<file path="src/rtl/uparc_memory_access_pkg.sv">
// Shared LSU operation codes, memory-stage FSM states and alignment helper
// for the uparc memory access stage.
package uparc_memory_access_pkg;

    localparam int UPARC_LSUOP_WIDTH = 2;

    localparam logic [UPARC_LSUOP_WIDTH-1:0] UPARC_LSU_IDLE  = 2'd0;
    localparam logic [UPARC_LSUOP_WIDTH-1:0] UPARC_LSU_BYTE  = 2'd1;
    localparam logic [UPARC_LSUOP_WIDTH-1:0] UPARC_LSU_HWORD = 2'd2;
    localparam logic [UPARC_LSUOP_WIDTH-1:0] UPARC_LSU_WORD  = 2'd3;

    typedef enum logic [1:0] {
        MA_IDLE = 2'd0,
        MA_BUSY = 2'd1,
        MA_DONE = 2'd2
    } ma_state_t;

    // True when the access size does not fit the low address bits.
    function automatic logic lsu_misaligned(input logic [UPARC_LSUOP_WIDTH-1:0] op,
                                            input logic [1:0] addr_lo);
        return ((op == UPARC_LSU_HWORD) && addr_lo[0]) ||
               ((op == UPARC_LSU_WORD) && (addr_lo != 2'b00));
    endfunction

endpackage

</file>
<file path="src/rtl/uparc_memory_access_lsu_fmt.sv">
// Combinational byte-lane steering for stores and lane extraction plus
// sign/zero extension for loads (little-endian, lane = addr[1:0]).
module uparc_lsu_fmt
    import uparc_memory_access_pkg::*;
#(
    parameter int DATA_W = 32
) (
    input  logic [1:0]        i_st_op,
    input  logic [1:0]        i_st_addr_lo,
    input  logic [DATA_W-1:0] i_st_data,
    output logic [3:0]        o_st_ben,
    output logic [DATA_W-1:0] o_st_wdata,
    input  logic [1:0]        i_ld_op,
    input  logic [1:0]        i_ld_addr_lo,
    input  logic              i_ld_ext,
    input  logic [DATA_W-1:0] i_ld_rdata,
    output logic [DATA_W-1:0] o_ld_value
);

    function automatic void store_steer(input  logic [1:0]        op,
                                        input  logic [1:0]        addr_lo,
                                        input  logic [DATA_W-1:0] data,
                                        output logic [3:0]        ben,
                                        output logic [DATA_W-1:0] wdata);
        ben   = 4'b0000;
        wdata = data;
        case (op)
            UPARC_LSU_BYTE: begin
                ben   = 4'b0001 << addr_lo;
                wdata = {(DATA_W/8){data[7:0]}};
            end
            UPARC_LSU_HWORD: begin
                ben   = addr_lo[1] ? 4'b1100 : 4'b0011;
                wdata = {(DATA_W/16){data[15:0]}};
            end
            UPARC_LSU_WORD: ben = 4'b1111;
            default: ben = 4'b0000;
        endcase
    endfunction

    function automatic logic [DATA_W-1:0] load_extract(input logic [1:0]        op,
                                                       input logic [1:0]        addr_lo,
                                                       input logic              ext,
                                                       input logic [DATA_W-1:0] rdata);
        logic [7:0]        w_byte;
        logic [15:0]       w_half;
        logic [DATA_W-1:0] w_val;
        w_byte = rdata[{addr_lo, 3'b000} +: 8];
        w_half = addr_lo[1] ? rdata[31:16] : rdata[15:0];
        case (op)
            UPARC_LSU_BYTE:  w_val = {{(DATA_W-8){ext & w_byte[7]}}, w_byte};
            UPARC_LSU_HWORD: w_val = {{(DATA_W-16){ext & w_half[15]}}, w_half};
            default:         w_val = rdata;
        endcase
        return w_val;
    endfunction

    always_comb begin
        store_steer(i_st_op, i_st_addr_lo, i_st_data, o_st_ben, o_st_wdata);
        o_ld_value = load_extract(i_ld_op, i_ld_addr_lo, i_ld_ext, i_ld_rdata);
    end

endmodule

</file>
<file path="src/rtl/uparc_memory_access.sv">
// Memory access stage: single-outstanding load/store bus transactions with
// pipeline stall. Optional misalignment trap: UPARC_LSU_MISALIGN_TRAP_EN.
module uparc_memory_access
    import uparc_memory_access_pkg::*;
#(
    parameter int ADDR_W  = 32,
    parameter int DATA_W  = 32,
    parameter int REGNO_W = 5
) (
    input  logic               clk,
    input  logic               rst,
    input  logic               i_exec_stall,
    input  logic               i_fetch_stall,
    input  logic               i_wait_stall,
    output logic               o_mem_stall,
    output logic               o_addr_error,
    input  logic [REGNO_W-1:0] i_rd_no,
    input  logic [DATA_W-1:0]  i_alu_result,
    input  logic [1:0]         i_lsu_op,
    input  logic               i_lsu_lns,
    input  logic               i_lsu_ext,
    input  logic [DATA_W-1:0]  i_mem_data,
    output logic               o_bus_req,
    output logic [ADDR_W-1:0]  o_bus_addr,
    output logic               o_bus_wr,
    output logic [3:0]         o_bus_ben,
    output logic [DATA_W-1:0]  o_bus_wdata,
    input  logic               i_bus_ack,
    input  logic [DATA_W-1:0]  i_bus_rdata,
    output logic [REGNO_W-1:0] o_rd_no,
    output logic [DATA_W-1:0]  o_rd_val
);

    ma_state_t          r_state;
    logic               r_bus_req;
    logic [ADDR_W-1:0]  r_bus_addr;
    logic               r_bus_wr;
    logic [3:0]         r_bus_ben;
    logic [DATA_W-1:0]  r_bus_wdata;
    logic [REGNO_W-1:0] r_rd_no;
    logic [DATA_W-1:0]  r_rd_val;
    logic [DATA_W-1:0]  r_load_data;
    logic [1:0]         r_op;
    logic [1:0]         r_addr_lo;
    logic               r_lns;
    logic               r_ext;
`ifdef UPARC_LSU_MISALIGN_TRAP_EN
    logic               r_addr_error;
`endif

    logic               w_other_stall;
    logic               w_op_req;
    logic               w_trap;
    logic               w_mem_stall;
    logic [3:0]         w_st_ben;
    logic [DATA_W-1:0]  w_st_wdata;
    logic [DATA_W-1:0]  w_ld_value;

    assign w_other_stall = i_exec_stall | i_fetch_stall | i_wait_stall;
    assign w_op_req      = (i_lsu_op != UPARC_LSU_IDLE);

`ifdef UPARC_LSU_MISALIGN_TRAP_EN
    assign w_trap       = w_op_req && lsu_misaligned(i_lsu_op, i_alu_result[1:0]);
    assign o_addr_error = r_addr_error;
`else
    assign w_trap       = 1'b0;
    assign o_addr_error = 1'b0;
`endif

    // A trapped access never reaches the bus, so it must not freeze the pipeline.
    always_comb begin
        w_mem_stall = 1'b0;
        case (r_state)
            MA_IDLE: w_mem_stall = w_op_req && !w_trap;
            MA_BUSY: w_mem_stall = 1'b1;
            default: w_mem_stall = 1'b0;
        endcase
    end

    assign o_mem_stall = w_mem_stall;

    uparc_lsu_fmt #(
        .DATA_W (DATA_W)
    ) u_fmt (
        .i_st_op      (i_lsu_op),
        .i_st_addr_lo (i_alu_result[1:0]),
        .i_st_data    (i_mem_data),
        .o_st_ben     (w_st_ben),
        .o_st_wdata   (w_st_wdata),
        .i_ld_op      (r_op),
        .i_ld_addr_lo (r_addr_lo),
        .i_ld_ext     (r_ext),
        .i_ld_rdata   (i_bus_rdata),
        .o_ld_value   (w_ld_value)
    );

    always_ff @(posedge clk or posedge rst) begin
        if (rst) begin
            r_state     <= MA_IDLE;
            r_bus_req   <= 1'b0;
            r_bus_addr  <= '0;
            r_bus_wr    <= 1'b0;
            r_bus_ben   <= 4'b0000;
            r_bus_wdata <= '0;
            r_rd_no     <= '0;
            r_rd_val    <= '0;
            r_load_data <= '0;
            r_op        <= UPARC_LSU_IDLE;
            r_addr_lo   <= 2'b00;
            r_lns       <= 1'b0;
            r_ext       <= 1'b0;
`ifdef UPARC_LSU_MISALIGN_TRAP_EN
            r_addr_error <= 1'b0;
`endif
        end else begin
`ifdef UPARC_LSU_MISALIGN_TRAP_EN
            r_addr_error <= 1'b0;
`endif
            case (r_state)
                MA_IDLE: begin
                    if (!w_other_stall) begin
                        if (!w_op_req) begin
                            r_rd_no  <= i_rd_no;
                            r_rd_val <= i_alu_result;
                        end else if (w_trap) begin
                            r_rd_no <= '0;
`ifdef UPARC_LSU_MISALIGN_TRAP_EN
                            r_addr_error <= 1'b1;
`endif
                        end else begin
                            // Keep the access shape for formatting the read data later.
                            r_state     <= MA_BUSY;
                            r_bus_req   <= 1'b1;
                            r_bus_addr  <= {i_alu_result[ADDR_W-1:2], 2'b00};
                            r_bus_wr    <= i_lsu_lns;
                            r_bus_ben   <= i_lsu_lns ? w_st_ben : 4'b1111;
                            r_bus_wdata <= i_lsu_lns ? w_st_wdata : '0;
                            r_op        <= i_lsu_op;
                            r_addr_lo   <= i_alu_result[1:0];
                            r_lns       <= i_lsu_lns;
                            r_ext       <= i_lsu_ext;
                        end
                    end
                end
                MA_BUSY: begin
                    if (i_bus_ack) begin
                        r_bus_req   <= 1'b0;
                        r_load_data <= w_ld_value;
                        r_state     <= MA_DONE;
                    end
                end
                MA_DONE: begin
                    if (!w_other_stall) begin
                        if (r_lns) begin
                            r_rd_no <= '0;
                        end else begin
                            r_rd_no  <= i_rd_no;
                            r_rd_val <= r_load_data;
                        end
                        r_state <= MA_IDLE;
                    end
                end
                default: r_state <= MA_IDLE;
            endcase
        end
    end

    assign o_bus_req   = r_bus_req;
    assign o_bus_addr  = r_bus_addr;
    assign o_bus_wr    = r_bus_wr;
    assign o_bus_ben   = r_bus_ben;
    assign o_bus_wdata = r_bus_wdata;
    assign o_rd_no     = r_rd_no;
    assign o_rd_val    = r_rd_val;

endmodule

</file>
<file path="config.mk">
export PLATFORM = sky130hd
export DESIGN_NAME = uparc_memory_access
export DESIGN_NICKNAME = d
export VERILOG_FILES = /design/src/rtl/uparc_memory_access_pkg.sv /design/src/rtl/uparc_memory_access_lsu_fmt.sv /design/src/rtl/uparc_memory_access.sv
export SDC_FILE = /design/constraint.sdc
export NUM_CORES = 1
export LEC_CHECK = 0
export ABC_CLOCK_PERIOD_IN_PS = 8400
export CAP_MARGIN = 30
export CORE_MARGIN = 2
export CORE_UTILIZATION = 50
export CTS_CLUSTER_SIZE = 14
export DETAILED_ROUTE_END_ITERATION = 10
export HOLD_SLACK_MARGIN = 0.08
export PLACE_DENSITY_LB_ADDON = 0.12
export SYNTH_ARGS = -nofsm -noshare
export SYNTH_HDL_FRONTEND = slang
export SYNTH_SLANG_ARGS = --single-unit
</file>
<file path="constraint.sdc">
create_clock -name clk -period 8.4 [get_ports clk]
set_input_delay 1.26 -clock clk [delete_from_list [all_inputs] [get_ports clk]]
set_output_delay 1.26 -clock clk [all_outputs]
set_load 0.005 [all_outputs]
</file>
After elaboration in Yosys (flattened, before gate mapping)
Index checks and enable logic that the tools add are counted.
{"block": "word_totals", "inputBits": 111, "reg_bits": 144, "elab_cells": 69}
{"block": "classes", "reduce_logical": 10, "n_eq_ne": 13, "muxes": 27, "shifts": 2, "bitwise": 5}
{"operator": "one-hot mux 32 bit (2 select lines)", "n": 3}
{"operator": "2-to-1 mux 32 bit", "n": 5}
{"operator": "variable part select 32 x 6 -> 8 bit", "n": 1}
{"operator": "2-to-1 mux 5 bit", "n": 4}
{"operator": "2-to-1 mux 16 bit", "n": 1}
{"operator": "!= test 2 bit, second input constant", "n": 6}
{"operator": "one-hot mux 4 bit (3 select lines)", "n": 1}
{"operator": "AND reduction 4 bit", "n": 3}
{"operator": "one-hot mux 5 bit (2 select lines)", "n": 1}
{"operator": "== test 2 bit, second input constant", "n": 4}
{"operator": "2-to-1 mux 2 bit", "n": 4}
{"operator": "2-to-1 mux 4 bit", "n": 2}
{"operator": "== test 2 x 1 -> 1 bit, second input constant", "n": 3}
{"operator": "one-hot mux 2 bit (3 select lines)", "n": 1}
{"operator": "nonzero test 2 bit", "n": 3}
{"operator": "AND reduction 5 bit", "n": 1}
{"operator": "one-hot mux 1 bit (2 select lines)", "n": 2}
{"operator": "<< shifter 1 x 2 -> 4 bit, first input constant", "n": 1}
{"operator": "2-to-1 mux 1 bit", "n": 3}
{"operator": "AND reduction 3 bit", "n": 1}
{"operator": "AND 1 bit", "n": 2}
{"operator": "zero test 2 bit", "n": 1}
{"operator": "OR 1 bit", "n": 2}
{"operator": "AND reduction 2 bit", "n": 1}
{"operator": "NOT 1 bit", "n": 1}

Depth between registers and ports, before layout
Gate-level depths: netlist of the first run.
{"block": "logic_depth", "depth_word": 4, "depth_mapped": 8, "mapped_depth_nobuf": 6}

Cells and area by module
A second synthesis of the first run with hierarchy kept.
{"block": "unflattened", "cells_unflattened": 617, "hier_area_um2": 7260.7}
{"mod": "uparc_memory_access", "area_per_inst_um2": 6084.6, "seq_area_each_um2": 3603.5, "instances": 1, "cells_per_inst": 440}
{"mod": "uparc_lsu_fmt", "area_per_inst_um2": 1176.1, "seq_area_each_um2": 0.0, "instances": 1, "cells_per_inst": 177}

Worst setup path before layout of the first run
OpenSTA, ideal clock, no wires.
{"block": "synth_path", "path_type": "input to output", "start": "input port i_lsu_op[0]", "end": "output port o_mem_stall", "stages": 3, "arrival_time_ps": 1692, "slack_ps": 5448, "path_buffers": 0, "cell_sequence": "inv_1 > ha_1 > a21oi_1"}
{"block": "synth_via", "elab_chain_len": 2}
{"item": "start, declared", "line": "uparc_memory_access.sv:19", "rtl": "input logic [1:0] i_lsu_op,"}
{"item": "nonzero test 2 bit", "line": "uparc_memory_access.sv:60", "rtl": "assign w_op_req = (i_lsu_op != UPARC_LSU_IDLE);"}
{"item": "one-hot mux 1 bit (2 select lines)", "line": "uparc_memory_access.sv:73", "rtl": "case (r_state)"}
{"item": "end, declared", "line": "uparc_memory_access.sv:15", "rtl": "output logic o_mem_stall,"}
Every way passes these cells.

Worst setup path in the final report of the first run
Ends and elaborated chain as after synthesis.

==> results of run 1 <==
-- layout make-up --
cell class	count	area [sq um]	share of cell area, %
flip-flops and latches	144	3600	37.7
repair buffers	223	2270	23.8
clock inverters	8	77.6	0.812
multi-input cells	467	2800	29.3
inverters	18	72.6	0.759
well taps	176	220	2.30
clock buffers	24	512	5.35
-- flip-flops by register name, indices dropped and copies added (netlist names), 2 cells and up --
| register | count |
|---|---|
| r_load_data | 32 |
| r_op | 2 |
| r_state | 2 |
| o_bus_ben | 4 |
| o_rd_val | 32 |
| o_bus_wdata | 32 |
| o_bus_addr | 30 |
| r_addr_lo | 2 |
| o_rd_no | 5 |
-- final timing paths --
path	startpoint	end	slack, ns	cells after the start
max in group asynchronous	rst	o_bus_ben[0]$_DFFE_PP0P_	5.69	3
max reg2reg	r_op[0]$_DFFE_PP0P_	r_load_data[5]$_DFFE_PP0P_	6.02	6
max	i_lsu_op[0]	o_mem_stall	4.29	5
min	o_rd_val[10]$_DFFE_PP0P_	o_rd_val[10]$_DFFE_PP0P_	0.48	2
min reg2reg	o_rd_val[10]$_DFFE_PP0P_	o_rd_val[10]$_DFFE_PP0P_	0.48	2
min in group asynchronous	rst	o_bus_addr[21]$_DFFE_PP0P_	1.33	2
-- per-stage QoR --
step / total power (uW) / worst slack, ns / cell area [sq um]
after floorplan: 1620 / 3.27 / 6670
after global placement: 2200 / 4.33 / 8880
after detailed placement: 2250 / 4.30 / 8970
after CTS: 3000 / 4.30 / 9560
after global routing: 3160 / 4.26 / 9560
final: 2980 / 4.29 / 9560
-- power by group --
group / internal [uW] / switching (uW)
combinational: 625 / 436
sequential: 986 / 198
clock: 454 / 285
total: 2070 / 918
-- critical path, cell delays in order --
cell,delay (ns)
clkdlybuf4s50_1,0.52
inv_1,0.10
ha_1,0.25
a21oi_1,0.17
clkdlybuf4s50_1,0.55
-- placed cells by master, fill, tap and decap left out, types with 3 or more instances in the layout --
cell	netlist	routed
o22ai_1	9	9
nand2_1	149	147
clkbuf_8	0	6
nand3_1	34	34
clkinv_2	0	3
a22oi_1	8	8
clkdlybuf4s50_1	0	216
conb_1	1	3
mux2i_1	34	34
clkbuf_16	0	17
dfrtp_1	144	144
o31ai_1	17	17
mux2_2	44	44
o21ai_0	78	78
buf_4	4	3
nor2_1	22	22
ha_1	7	7
o221ai_1	6	6
or3_1	14	14
a21oi_1	25	25
inv_1	18	17
-- cells in the mapped netlist (2+ instances only) --
library cell	count
nand2_1	149
dfrtp_1	144
o21ai_0	78
mux2_2	44
mux2i_1	34
nand3_1	34
clkbuf_1	30
a21oi_1	25
nor2_1	22
inv_1	18
o31ai_1	17
or3_1	14
buf_2	13
o22ai_1	9
a22oi_1	8
ha_1	7
o221ai_1	6
buf_4	4
a211oi_1	2
nand2b_1	2
nand3b_1	2
nor3_1	2
-- routing by layer --
| metal | up-vias | part of all wire (%) | track usage [%] |
|---|---|---|---|
| met5 | - | 0 | 0 |
| met4 | 0 | 2.7 | 11.1 |
| met3 | 45 | 6.5 | 6.08 |
| met2 | 246 | 49 | 43.8 |
| met1 | 2792 | 42 | 34.3 |
| li1 | 2731 | - | - |
-- cell families after synthesis --
group                      synth area share (%)
AOI/OAI and AO/OA                          13.3
adders and majority gates                  1.31
buffers and inverters                      4.19
DFF                                        54.1
muxes                                      12.5
other                                    0.0563
and+or+nand+nor                            14.5
==> reports/qor.yml, run 1 <==
outcome:
  status: "finished clean"
route:
  routedWlPerCell_microns: 17.7
  drt-total-wl_microns: 18700
  firstDrtPassIters: 6
  drcViolationCount: 0
  vias_per_cell: 5.48
  drt_iter0_drc: 464
  ant_nets: 0
  vias: 5814
cts:
  cts.path.max_buffers: 2
  cts_tree: "done"
  cts_buffers: 17
  cts_post_setup_buffers_inserted: 0
  root_buffer: "clkbuf_16"
  cts.sinks: 144
  cts_hold_buf: 0
  postCtsResizedCells: 0
  cts_max_level: 4
  insertion_delay_ns: 0.41
  path_clk_slew_ns: 0.06
layout:
  n_fill_cell: 971
  fin_util_pct: 72.8
  antenna_cells: 0
  areaGrowthSynthToFinish_pct: 43.5
  fin_cells: 1060
  drive_gt1_share_pct: 10.1
  finalNetCount: 989
grt:
  grt_max_degree: 81
  grt.total_usage_pct: 26.7
  grt_pass1_wl_microns: 29900
  overflow: 0
  antenna_found_initial: 0
  grt_pass1_vias: 5809
placed_design:
  gp_congestion: 0.928
  dpl.cell_count: 1028
  io_buffers: 216
  place_hpwl_microns: 13500
synthesis:
  synth_largest_area_cell: "dfrtp_1"
  synth_cell_types: 33
  synthCells: 675
  async_flop_share_pct: 100
  yosysTopAreaCellShare_pct: 54.1
  netlist_area_sq_um: 6660
  synth_area_per_cell_sq_um: 9.87
  synth_ff_type: "dfrtp_1"
  synth_area_leaders: "dfrtp_1 (54%), nand2_1 (8.4%), mux2_2 (7.4%)"
  synth_edf_count: 0
  synth_seq_area_share_pct: 54.1
  yosysWarningCount: 0
  ys_ff_latch: 144
setup_path:
  cp.arrival_ns: 2.85
  cp.required_ns: 7.14
  path_max_fanout: 4
  end_kind: "output pin"
  criticalPathCategory: "in2out"
  start_kind: "input pin"
timing:
  rsz0062_at_grt: "false"
  setup_tns_ns: 0
  fmax_ghz: 0.243
  period_share_pct: 48.9
  holdWs_ns: 0.480
  period_minus_slack_ns: 4.11
  worst_pin_slew_ns: 1.02
  relSlewSlack_pct: 31.9
  hold_violations: 0
  clock_skew_ns: 0.0104
  maxSlewViolCount: 0
  setup_viol: 0
floorplan:
  die-area_sq_um: 14300
  die_h_microns: 119
  ios: 220
  start_util_pct: 50.7
  num_rows: 42
  die_w_microns: 119
  core_sq_um: 13100
pwr:
  vdd_drop_max_v: 0.000161
  leakagePower_uw: 0.00433
  powerDensity_nw_per_um2: 312
flow_run:
  maxCapViolCount: 0
min_path:
  hold_path_class: "reg2reg"
No activity file was read; power rests on OpenSTA's default activity.
==> inputs of run 2 (changes only) <==
Settings changed: ABC_CLOCK_PERIOD_IN_PS 8400 to 4000, CORE_UTILIZATION 50 to 46.
Clock period 8.4 ns to 4 ns, I/O delays scaled along.
==> run 2 against run 1 <==
Compared with the run above: hold slack worse by 0.0042 ns; total power up 110%; critical path type unchanged; critical path depth unchanged; clock power up 120%; sequential power up 110%; non-clock buffer count up 3.
==> reports/qor.yml, run 2 (synthesized netlist as in run 1, its figures left out) <==
outcome:
  status: "finished clean"
setup_path:
  start_kind: "input pin"
  criticalPathCategory: "in2out"
  end_kind: "output pin"
  cp.required_ns: 3.40  # -3.74 ns
  crit_family: "buffers and inverters"
  path_buf_inv: 3  # unchanged
  cpMaxStageDelayCell: "clkdlybuf4s50_1"
  cp.arrival_ns: 2.20  # -0.65 ns
  crit_top_cell: "clkdlybuf4s50_1"
  cp_slowest_stage_delay_ns: 0.56  # about the same
  crit_chain: "clkdlybuf4s50_1 -> inv_1 -> ha_1 -> a21oi_1 -> clkdlybuf4s50_1"
  path_max_fanout: 4  # unchanged
pwr:
  p_switching_uw: 1940  # +110%
  vdd_drop_max_v: 0.000348  # +120%
  seqPwrFrac_pct: 39.3  # -0.4 points
  leakagePower_uw: 0.00434  # +0.14%
  powerDensity_nw_per_um2: 661  # +110%
  pwr-share-clk_pct: 25.4  # +0.6 points
  intPower_uw: 4400  # +110%
  comb_power_share_pct: 35.3  # -0.3 points
  swShare_pct: 30.6  # -0.16 points
grt:
  grt.total_usage_pct: 25.2  # -1.5 points
  antenna_found_initial: 0  # unchanged
  grt_pass1_vias: 5864  # +0.95%
  overflow: 0  # unchanged
  grt_pass1_wl_microns: 31300  # +4.5%
  grt_max_degree: 65  # -20%
placed_design:
  place_hpwl_microns: 13900  # +3.1%
  dpl_cell_area_sq_um: 8980  # about the same
  io_buffers: 216  # unchanged
  gp_congestion: 0.865  # -6.7%
  dpl.cell_count: 1035  # +0.68%
layout:
  n_fill_cell: 1116  # +15%
  antenna_cells: 0  # unchanged
  areaGrowthSynthToFinish_pct: 44.0
  fin_area_sq_um: 9590  # +0.33%
  final_cell_mix: "clkdlybuf4s50_1 (216), nand2_1 (147), dfrtp_1 (144), o21ai_0 (78), mux2_2 (44)"
  drive_gt1_share_pct: 10.4  # +0.30 points
  finalNetCount: 992  # +0.30%
  fin_cells: 1067  # +0.66%
  final_common_cell: "clkdlybuf4s50_1"
route:
  vias: 5806  # -0.14%
  vias_per_cell: 5.44  # -0.79%
  ant_nets: 0  # unchanged
  firstDrtPassIters: 6  # unchanged
  drcViolationCount: 0  # unchanged
  drt-total-wl_microns: 19100  # +2.1%
  drt_iter0_drc: 401  # -14%
  routedWlPerCell_microns: 17.9  # +1.4%
timing:
  worst_pin_slew_ns: 1.05  # +0.0314 ns
  rsz0062_at_grt: "false"
  period_minus_slack_ns: 2.80
  holdWs_ns: 0.476  # -0.00417 ns
  setup_tns_ns: 0  # unchanged
  setup_viol: 0  # unchanged
  period_share_pct: 69.9
  hold_violations: 0  # unchanged
  clock_skew_ns: 0.00753  # -0.00287 ns
  relSlewSlack_pct: 29.8  # -2.1 points
  fmax_ghz: 0.358
  maxSlewViolCount: 0  # unchanged
cts:
  cts.path.max_buffers: 2  # unchanged
  root_buffer: "clkbuf_16"
  cts_post_setup_buffers_inserted: 0  # unchanged
  path_clk_slew_ns: 0.06  # about the same
  cts.sinks: 144  # unchanged
  insertion_delay_ns: 0.42  # about the same
  postCtsResizedCells: 0  # unchanged
  cts_buffers: 17  # unchanged
  cts_hold_buf: 0  # unchanged
  cts_max_level: 4  # unchanged
  cts_tree: "done"
flow_run:
  maxCapViolCount: 0  # unchanged
floorplan:
  num_rows: 43  # +2.4%
  die-area_sq_um: 15500  # +8.4%
  die_h_microns: 124  # +4.1%
  start_util_pct: 47.6  # -3.1 points
  die_w_microns: 124  # +4.1%
  ios: 220  # unchanged
  core_sq_um: 14000  # +6.5%
min_path:
  hold_path_class: "reg2reg"
[run 2: changes by cell type in the layout (fill, tap and decap cells not counted)]
cell,delta
buf_16,-2
clkinvlp_4,+2
buf_12,+2
inv_6,-1
buf_6,-1
clkinv_4,-1
bufinv_16,+1
clkinv_2,-1
buf_4,+4
[run 2: final cells by class]
cell class	instances	area (sq um)	area share [%]
well taps	180	225	2.35
repair buffers	226	2270	23.7
multi-input cells	467	2800	29.2
clock inverters	8	101	1.06
inverters	18	71.3	0.744
clock buffers	24	512	5.34
flip-flops and latches	144	3600	37.6
[run 2: worst reg2reg max path, stage by stage, from the launching register on]
cell and delay (ns):
dfrtp_1 0.37, inv_1 0.05, ha_1 0.55, inv_1 0.53, nand3_1 0.37, a221oi_1 0.38
a21oi_1 0.07
[run 2: power by group through the flow]
stage / Clock (uW) / Sequential (uW) / Combinational [uW]
6_report: 1610 / 2490 / 2240
5_1_grt: 1700 / 2580 / 2450
2_1_floorplan: 0 / 2410 / 993
4_1_cts: 1630 / 2490 / 2250
3_5_place_dp: 0 / 2510 / 2230
3_3_place_gp: 0 / 2480 / 2180
[run 2: layer usage]
layer	up-vias	GRT usage (%)	share of wire, %
met2	256	41.1	48
met5	-	0	0
met4	0	10.6	3.1
met3	49	5.97	6.8
met1	2768	32.5	42
li1	2733	-	-
[run 2: final timing paths]
check	startpoint	endpoint	slack, ns	cells after the start
worst max register to register	r_op[0]$_DFFE_PP0P_	r_load_data[5]$_DFFE_PP0P_	1.55	6
min in group asynchronous	rst	o_bus_addr[21]$_DFFE_PP0P_	0.69	2
max in group asynchronous	rst	r_load_data[1]$_DFFE_PP0P_	2.52	3
worst max-delay path	i_lsu_op[0]	o_mem_stall	1.20	5
worst min-delay path	o_rd_val[13]$_DFFE_PP0P_	o_rd_val[13]$_DFFE_PP0P_	0.48	2
worst min register to register	o_rd_val[13]$_DFFE_PP0P_	o_rd_val[13]$_DFFE_PP0P_	0.48	2
[run 2: through the flow]
| stage | utilization, % | setup slack (ns) | power, uW |
|---|---|---|---|
| global route | 68.6 | 1.14 | 6730 |
| detailed placement | 64.2 | 1.12 | 4740 |
| global placement | 64.0 | 1.19 | 4660 |
| CTS | 68.6 | 1.22 | 6380 |
| floorplan | - | 1.59 | 3400 |
| finish | 68.6 | 1.20 | 6340 |
==> inputs of run 3 (changes only) <==
Settings changed: ABC_CLOCK_PERIOD_IN_PS 4000 to 2300, CORE_UTILIZATION 46 to 42.
Clock period 4 ns to 2.3 ns, I/O delays scaled along.
==> run 3 against run 2 <==
Compared with the run above: hold slack got worse by 0.22 ns; count of clock-buffer cells in the layout decreased by 2; non-clock buffer count increased by 13; first-iteration DRC count decreased by 1.2%; register-to-register slack got worse by 1.1 ns; cell count increased by 4.6%; combinational power increased by 79%; largest cell class unchanged.
==> reports/qor.yml, run 3 (synthesized netlist as in run 1, its figures left out) <==
outcome:
  status: "finished clean"
grt:
  grt_pass1_wl_microns: 30500  # -2.5%
  grt_pass1_vias: 5692  # -2.9%
  overflow: 0  # unchanged
  antenna_found_initial: 0  # unchanged
  grt_max_degree: 67  # +3.1%
  grt.total_usage_pct: 23.3  # -1.9 points
setup_path:
  end_kind: "output pin"
  crit_chain: "clkdlybuf4s50_1 -> inv_1 -> ha_2 -> a21oi_1 -> clkdlybuf4s50_1"
  start_kind: "input pin"
  cp.required_ns: 1.96  # -1.44 ns
  path_max_fanout: 4  # unchanged
  cp.arrival_ns: 1.84  # -0.36 ns
  r2r_slack_ns: 0.44  # -1.11 ns
  timing.rr.end: "r_load_data[5]$_DFFE_PP0P_"
  worstReg2RegStart: "r_op[0]$_DFFE_PP0P_"
  crit_top_cell: "clkdlybuf4s50_1"
  path_buf_inv: 3  # unchanged
  worstRegToRegCells: 6  # unchanged
  criticalPathCategory: "in2out"
  crit_family: "buffers and inverters"
  cp_slowest_stage_delay_ns: 0.56  # about the same
  cpMaxStageDelayCell: "clkdlybuf4s50_1"
route:
  vias_per_cell: 5.19  # -4.6%
  vias: 5795  # -0.19%
  drt-total-wl_microns: 19300  # +1.2%
  firstDrtPassIters: 5  # -1
  top_layer_used: "met4"
  wl_met1_microns: 8420  # +4.1%
  routedWlPerCell_microns: 17.3  # -3.3%
  wl_met3_microns: 1170  # -10%
  drt_iter0_drc: 396  # -1.2%
  met2RoutedLength_microns: 9310  # +1.9%
  ant_nets: 0  # unchanged
  drcViolationCount: 0  # unchanged
cts:
  path_clk_slew_ns: 0.06  # about the same
  cts_buffers: 17  # unchanged
  cts.path.max_buffers: 2  # unchanged
  cts_hold_buf: 0  # unchanged
  root_buffer: "clkbuf_16"
  cts.sinks: 144  # unchanged
  postCtsResizedCells: 0  # unchanged
  cts_max_level: 4  # unchanged
  insertion_delay_ns: 0.41  # about the same
  cts_post_setup_buffers_inserted: 0  # unchanged
  cts_tree: "done"
layout:
  fin_area_sq_um: 9820  # +2.4%
  areaGrowthSynthToFinish_pct: 47.4
  drive_gt1_share_pct: 11.4  # +1.1 points
  final_common_cell: "clkdlybuf4s50_1"
  final_cell_mix: "clkdlybuf4s50_1 (216), nand2_1 (147), dfrtp_1 (144), o21ai_0 (78), mux2_2 (44)"
  finalNetCount: 1005  # +1.3%
  n_fill_cell: 1316  # +18%
  antenna_cells: 0  # unchanged
timing:
  worst_pin_slew_ns: 0.635  # -0.414 ns
  layout_setup_ws_ns: 0.115  # -1.09 ns
  period_minus_slack_ns: 2.18
  setup_tns_ns: 0  # unchanged
  clock_skew_ns: 0.00718  # -0.000356 ns
  hold_violations: 0  # unchanged
  setup_viol: 0  # unchanged
  relSlewSlack_pct: 57.4  # +28 points
  holdWs_ns: 0.256  # -0.219 ns
  period_share_pct: 95.0
  fmax_ghz: 0.458
  rsz0062_at_grt: "false"
  maxSlewViolCount: 0  # unchanged
placed_design:
  gp_congestion: 0.879  # +1.6%
  place_hpwl_microns: 14100  # +1.1%
  dpl_cell_area_sq_um: 9180  # +2.3%
  io_buffers: 216  # unchanged
  post-place-ws_ns: 0.0349  # -1.09 ns
pwr:
  vdd_drop_max_v: 0.000582  # +67%
  leakagePower_uw: 0.00445  # +2.5%
  powerDensity_nw_per_um2: 1150  # +74%
floorplan:
  die_h_microns: 130  # +4.5%
  die-area_sq_um: 16900  # +9.2%
  core_sq_um: 15700  # +12%
  num_rows: 46  # +7.0%
  ios: 220  # unchanged
  die_w_microns: 130  # +4.5%
  start_util_pct: 42.4  # -5.2 points
min_path:
  hold_path_class: "in2async"
flow_run:
  maxCapViolCount: 0  # unchanged
run 3: layer usage:
layer  track usage [%]  vias up
met3              4.39       30
li1                  -     2762
met4              8.79        0
met2              37.6      211
met1              31.5     2792
met5                 0        -
run 3: worst max path at each step:
stage,end,cells after the start,startpoint
finish,o_mem_stall,5,i_lsu_op[1]
global placement,o_mem_stall,5,i_lsu_op[0]
detailed placement,o_bus_wdata[19]$_DFFE_PP0P_,7,i_lsu_op[1]
global route,o_mem_stall,5,i_lsu_op[1]
CTS,o_mem_stall,5,i_lsu_op[1]
floorplan,o_bus_addr[10]$_DFFE_PP0P_,1,rst
run 3: power breakdown:
group / switching, uW / internal, uW / total [uW]
registers: 657 / 3600 / 4260
clock network: 1050 / 1960 / 3010
logic: 1660 / 2350 / 4010
total: 3370 / 7900 / 11300
run 3: area by class of cell:
type	instances	area, sq um	share of cell area, %
Clock buffer	22	454	4.62
Clock inverter	10	183	1.86
Timing Repair Buffer	239	2430	24.8
Inverter	18	71.3	0.726
Tap cell	216	270	2.75
Sequential cell	144	3600	36.7
Multi-Input combinational cell	467	2810	28.6
run 3: stage by stage:
step                std cells  power, uW  util (%)
finish                   1116      11300      62.5
global route             1116      12000      62.5
CTS                      1116      11400      62.5
detailed placement       1084       8310      58.4
global placement         1084       8170      58.4
floorplan                 677       5910         -
